### config.mk
export PLATFORM = sky130hd
export DESIGN_NAME = seq_serializer
export DESIGN_NICKNAME = d
export VERILOG_FILES = /design/src/rtl/seq_serializer_pkg.sv /design/src/rtl/seq_serializer.sv
export SDC_FILE = /design/constraint.sdc
export NUM_CORES = 1
export LEC_CHECK = 0
export BUFFER_PORTS_ARGS = -buffer_cell sky130_fd_sc_hd__buf_2
export CORE_ASPECT_RATIO = 1.4
export CORE_MARGIN = 10
export CORE_UTILIZATION = 40
export DETAILED_ROUTE_END_ITERATION = 8
export GPL_TIMING_DRIVEN = 1
export PLACE_DENSITY = 0.6
export SETUP_SLACK_MARGIN = 0.15
export SYNTH_ARGS = -nofsm -noshare
export SYNTH_HDL_FRONTEND = slang
export SYNTH_SLANG_ARGS = --single-unit
### constraint.sdc
create_clock -name clock -period 3 [get_ports clock]
set_input_delay 0.3 -clock clock [delete_from_list [all_inputs] [get_ports clock]]
set_output_delay 0.3 -clock clock [all_outputs]
set_load 0.03 [all_outputs]
### src/rtl/seq_serializer_pkg.sv
// Shared definitions for the parallel-to-serial front end of mealy_seq.
package seq_serializer_pkg;

  // Serializer FSM encoding
  typedef enum logic {
    IDLE  = 1'b0,
    SHIFT = 1'b1
  } state_t;

  // Bits needed to count 0..value-1 (value >= 2)
  function automatic int unsigned clog2(input int unsigned value);
    int unsigned r;
    r = 0;
    for (int unsigned v = value - 1; v > 0; v = v >> 1) begin
      r++;
    end
    return r;
  endfunction

endpackage

### src/rtl/seq_serializer.sv
// Parallel-to-serial converter with a one-word hold buffer so that
// back-to-back words leave as a contiguous bit stream on x_out.
module seq_serializer
  import seq_serializer_pkg::*;
#(
  parameter int unsigned WIDTH     = 8,
  parameter bit          MSB_FIRST = 1'b1,
  parameter bit          IDLE_BIT  = 1'b0
) (
  input  logic             clock,
  input  logic             reset,
  input  logic [WIDTH-1:0] data_in,
  input  logic             load_valid,
  output logic             load_ready,
  output logic             x_out,
  output logic             x_valid,
  output logic             x_last
);

  localparam int unsigned    CW      = clog2(WIDTH);
  localparam logic [CW-1:0]  CNT_TOP = CW'(WIDTH - 1);

  state_t           state_q, state_d;
  logic [WIDTH-1:0] shift_q, shift_d;
  logic [WIDTH-1:0] hold_q,  hold_d;
  logic             hold_full_q, hold_full_d;
  logic [CW-1:0]    cnt_q,   cnt_d;
  logic [WIDTH-1:0] shifted;
  logic             accept;

  // Handshake and serial outputs, all decoded from registered state
  assign load_ready = !hold_full_q && !reset;
  assign accept     = load_valid && load_ready;
  assign x_valid    = (state_q == SHIFT);
  assign x_last     = (state_q == SHIFT) && (cnt_q == '0);
  assign x_out      = (state_q == SHIFT) ? (MSB_FIRST ? shift_q[WIDTH-1] : shift_q[0])
                                         : IDLE_BIT;

  // Shift register advanced one position toward the output end
  always_comb begin
    shifted = '0;
    if (MSB_FIRST) begin
      shifted = {shift_q[WIDTH-2:0], 1'b0};
    end else begin
      shifted = {1'b0, shift_q[WIDTH-1:1]};
    end
  end

  // Next-state logic: load, shift, hold fill, hold drain and bypass
  always_comb begin
    state_d     = state_q;
    shift_d     = shift_q;
    cnt_d       = cnt_q;
    hold_d      = hold_q;
    hold_full_d = hold_full_q;
    case (state_q)
      IDLE: begin
        if (accept) begin
          shift_d = data_in;
          cnt_d   = CNT_TOP;
          state_d = SHIFT;
        end
      end
      SHIFT: begin
        if (cnt_q != '0) begin
          shift_d = shifted;
          cnt_d   = cnt_q - 1'b1;
          if (accept) begin
            hold_d      = data_in;
            hold_full_d = 1'b1;
          end
        end else if (hold_full_q) begin
          // accept cannot coincide here: load_ready is low while the hold is full
          shift_d     = hold_q;
          cnt_d       = CNT_TOP;
          hold_full_d = 1'b0;
        end else if (accept) begin
          // word offered on the last bit goes straight into the shifter
          shift_d = data_in;
          cnt_d   = CNT_TOP;
        end else begin
          state_d = IDLE;
        end
      end
      default: state_d = IDLE;
    endcase
  end

  // State registers with synchronous active-high reset
  always_ff @(posedge clock) begin
    if (reset) begin
      state_q     <= IDLE;
      shift_q     <= '0;
      hold_q      <= '0;
      hold_full_q <= 1'b0;
      cnt_q       <= '0;
    end else begin
      state_q     <= state_d;
      shift_q     <= shift_d;
      hold_q      <= hold_d;
      hold_full_q <= hold_full_d;
      cnt_q       <= cnt_d;
    end
  end

endmodule

Word-level counts from Yosys, hierarchy flattened
Cells that the tools add are included.
- add/subtract/negate cells: 1
- equal/unequal tests: 1
- muxes and demuxes: 15
- bitwise logic cells: 1
- reduce and logical (&&, ||, !) cells: 9
- operators with widths (operator ; number):
    2-to-1 mux 8 bit ; 3
    one-hot mux 8 bit (2 select lines) ; 1
    2-to-1 mux 3 bit ; 3
    2-to-1 mux 1 bit ; 6
    one-hot mux 3 bit (2 select lines) ; 1
    logical AND 1 bit ; 3
    logical NOT 3 bit ; 1
    AND reduction 3 bit ; 1
    nonzero test 3 bit ; 1
    subtractor 3 x 1 -> 3 bit, second input constant ; 1
    logical NOT 1 bit ; 2
    != test 2 bit, second input constant ; 1
    one-hot mux 1 bit (2 select lines) ; 1
    AND reduction 2 bit ; 1
    NOT 1 bit ; 1
- flip-flop bits (word level): 21
- input bits: 11
- logic and storage cells: 32

Depth between registers and ports, before layout
- depth in word-level cells: 7
- depth in mapped cells: 7
- gate-level depth less buffers: 6

Worst setup path after synthesis
No wires, ideal clock.
- kind: flip-flop to output port
- start: reg state_q (netlist: x_valid)
- end: out x_last
- arrival: 1.402 ns
- required time: 2.700 ns
- setup slack: 1.298 ns
- stages on the path, launching flop included: 4
- cells stage by stage: dfxtp_1 > clkbuf_1 > inv_1 > nor2_1
- cells in the longest elaborated chain, start to end: 1
- ends and longest elaborated chain (what ; RTL line ; RTL):
    from (decl) ; seq_serializer.sv:23 ; state_t state_q, state_d;
    from (signal assigned) ; seq_serializer.sv:98 ; state_q <= state_d;
    logical AND 1 bit ; seq_serializer.sv:35 ; assign x_last = (state_q == SHIFT) && (cnt_q == '0);
    to (decl) ; seq_serializer.sv:17 ; output logic x_last
Every way passes these cells.

Worst setup path in the final report
- start: reg hold_full_q
- end: reg shift_q[2]
- cells in the longest elaborated chain, start to end: 7
- ends and longest elaborated chain (what ; RTL line ; RTL):
    from (decl) ; seq_serializer.sv:26 ; logic hold_full_q, hold_full_d;
    from (signal assigned) ; seq_serializer.sv:101 ; hold_full_q <= hold_full_d;
    logical NOT 1 bit ; seq_serializer.sv:32 ; assign load_ready = !hold_full_q && !reset;
    logical AND 1 bit ; seq_serializer.sv:32 ;
    logical AND 1 bit ; seq_serializer.sv:33 ; assign accept = load_valid && load_ready;
    2-to-1 mux 8 bit ; -- ;
    2-to-1 mux 8 bit ; seq_serializer.sv:72 ; end else if (hold_full_q) begin
    2-to-1 mux 8 bit ; seq_serializer.sv:65 ; if (cnt_q != '0) begin
    one-hot mux 8 bit (2 select lines) (*) ; seq_serializer.sv:56 ; case (state_q)
    to (signal assigned) ; seq_serializer.sv:99 ; shift_q <= shift_d;
    to (decl) ; seq_serializer.sv:24 ; logic [WIDTH-1:0] shift_q, shift_d;
Every way passes the cells marked *; elsewhere a longest branch is shown, timed or not.
A chain may end at the register's enable or synchronous reset.

==> flow_metrics.tcl <==
set metrics [dict create \
    cts.sinks 21 \
    placement.io_buffers 14 \
    yosys-top-cells-area "sky130_fd_sc_hd__dfxtp_1, sky130_fd_sc_hd__mux2i_1, sky130_fd_sc_hd__nor2_1, sky130_fd_sc_hd__and3_1, sky130_fd_sc_hd__nand2_1" \
    start_util_pct 42.6 \
    critical_path.startpoint_type "flop" \
    synthesis.area_mm2 0.00104 \
    dieArea_mm2 0.00507 \
    timing.critical_path.from "hold_full_q" \
    num-nets-final 145 \
    run_status "completed" \
    synth_edf_count 0 \
    yosysUniqueCellTypes 28 \
    diodes 0 \
    timing.critical_path.cells "or3b_1 > nand2_1 > and3_1 > a2111oi_0" \
    die_h_um 80.4 \
    clk_transition_reported_paths_ns 0.12 \
    grt_setup_unrepaired "no" \
    totalNegativeSetupSlack_ns 0 \
    crit_path_top_delay_cell "sky130_fd_sc_hd__dfxtp_1" \
    crit_path_max_fanout 14 \
    synth_largest_area_cell "sky130_fd_sc_hd__dfxtp_1" \
    crit_path_depth 4 \
    min_from "data_in[4]" \
    synth.avg_cell_area_um2 8.67 \
    synth_seq_cells 21 \
    cts_tree "built" \
    worst_ep_arrival_time_ns 2.16 \
    final_hold_viol_count 0 \
    maxCapViolCount 0 \
    final-setup-viol-count 0 \
    htree_num_levels 1 \
    reg2reg_depth 4 \
    timing.final.crit_share_pct 65.9 \
    seq_total_area_yosys_pct 40.4 \
    num_vias 867 \
    synth_common_cells "sky130_fd_sc_hd__dfxtp_1, sky130_fd_sc_hd__nor2_1, sky130_fd_sc_hd__mux2i_1, sky130_fd_sc_hd__nand2_1, sky130_fd_sc_hd__and3_1" \
    maxSlewViolCount 0 \
    synthMostInstantiatedCell "sky130_fd_sc_hd__dfxtp_1" \
    die_span_in_x_um 63.1 \
    synth_top_area_share_pct 40.4 \
    post-cts-setup-buffer-count 0 \
    postSynth.asyncResetShare_pct 0 \
    route.detailed.vias_per_inst 5.25 \
    drt_drc_violations_left 0 \
    drt.antenna.violating_nets 0 \
    drtIter0Drc 34 \
    static-leakage-power_uw 0.000521 \
    vdd_drop_max_mv 0.271 \
    vias_in_the_first_global_route 860 \
    cts.path.max_buffers 2 \
    place.gp.congestion 0.817 \
    totalPowerFinal_uw 645 \
    timing.max_slew.rel_slack_pct 63.2 \
    holdCritPathClass "in -> reg" \
    grt.overflow.total 0 \
    power.density_cell_area_mw_per_mm2 564 \
    drt-total-wl_mm 2.36 \
    std_cell_rows 21 \
    wire_length_of_the_first_global_routing_pass_mm 3.86 \
    placeableCoreArea_mm2 0.00244 \
    io-pin-count 15 \
    ys_warn_count 0 \
    synth_ff_type "sky130_fd_sc_hd__dfxtp_1" \
    cp_slowest_stage_delay_ns 0.63 \
    r2r-start "hold_full_q" \
    area_delta_synth_final_pct 9.74 \
    worstMarginPinSlew_ns 0.553 \
    hold_fix_buffers_cts 0 \
    cts-buffers-inserted 3 \
    worst-path-buf-inv 0 \
    skew_ns 0.00229 \
    largest_net_degree_at_the_start_of_global_routing 23 \
    synth_nets 133 \
    required_ns 3.18 \
    insertion_delay_ns 0.30 \
    layout-drive-gt1-share_pct 15.3 \
    criticalPathCategory "reg -> reg" \
    dp.final_hpwl_mm 1.68 \
    detailedRoute.firstPassIterationCount 4 \
    synthesis.instances 120 \
    hold-path-cell-count 3 \
    ctsResizeCount 0 \
    globalRouteTotalUtil_pct 9.19 \
    endpoint_kind "flop" \
    post_drt_wl_per_cell_um 14.3 \
    grt_antenna_before_repair 0 \
    critPathTopFamily "simple AND/OR/NAND/NOR gates" \
    finalWorstPathRequiredPeriod_ns 1.98 \
    fmax_mhz 506 \
    cell_at_the_root_of_the_clock_tree "sky130_fd_sc_hd__clkbuf_4" \
]
through the flow:
step	hold slack [ns]	cells	area, µm²	utilization, %	worst slack, ns
finish	0.239	165	1140	46.7	1.02
global route	0.246	165	1140	46.7	0.832
CTS	0.234	165	1140	46.7	1.00
detailed placement	0.471	161	1120	45.7	0.979
global placement	0.473	161	1120	45.7	1.07
floorplan	0.440	120	1040	-	1.30
routing by layer:
metal  track usage, %  wire [µm]
met5                0          0
met4             3.36         16
met3             2.78        113
met1             11.0       1110
met2             15.2       1120
worst register-to-register path: stages, from the launching register on:
cell	delay, ns
sky130_fd_sc_hd__dfxtp_1	0.63
sky130_fd_sc_hd__or3b_1	0.55
sky130_fd_sc_hd__nand2_1	0.10
sky130_fd_sc_hd__and3_1	0.19
sky130_fd_sc_hd__a2111oi_0	0.39
report_power, final:
group	internal, µW	switching [µW]	total (µW)
clock network	51.8	87.2	139
logic	70.1	102	172
registers	306	28.2	334
total	428	217	645
sequential cells by signal, summed over array words and instances (netlist names):
name,cells
cnt_q,3
hold_full_q,1
hold_q,8
shift_q,8
x_valid,1
cells in the final DEF, fill, tap and decap left out, types with 3 or more instances in the layout:
cell,instances
sky130_fd_sc_hd__o21ai_1,5
sky130_fd_sc_hd__inv_1,3
sky130_fd_sc_hd__nor2_1,17
sky130_fd_sc_hd__dfxtp_1,21
sky130_fd_sc_hd__mux2i_1,12
sky130_fd_sc_hd__buf_2,14
sky130_fd_sc_hd__o22ai_1,3
sky130_fd_sc_hd__and3_1,7
sky130_fd_sc_hd__clkbuf_4,3
sky130_fd_sc_hd__o32a_1,4
sky130_fd_sc_hd__a2111oi_0,4
sky130_fd_sc_hd__nand2_1,11
sky130_fd_sc_hd__a21oi_1,6
final cells by class:
| cell class | count | area, µm² |
|---|---|---|
| clock buffer | 4 | 26.3 |
| fill | 258 | 1300 |
| inverter | 3 | 11.3 |
| multi-input combinational | 89 | 572 |
| sequential | 21 | 420 |
| tap | 34 | 42.5 |
| timing repair buffer | 14 | 70.1 |
path summary, 6_finish.rpt:
kind | endpoint | slack (ns)
min | hold_q[4] | 0.24
max | shift_q[2] | 1.02
max reg2reg | shift_q[2] | 1.02
min reg2reg | shift_q[0] | 0.48
kinds of logic after synthesis:
group,share of synthesized area (%)
AOI/OAI and AO/OA,18.5
buffers and inverters,4.69
muxes,11.5
and+or+nand+nor,22.5
adders and majority gates,2.40
DFF,40.4
Note: power is estimated with default switching activity, not from simulation.
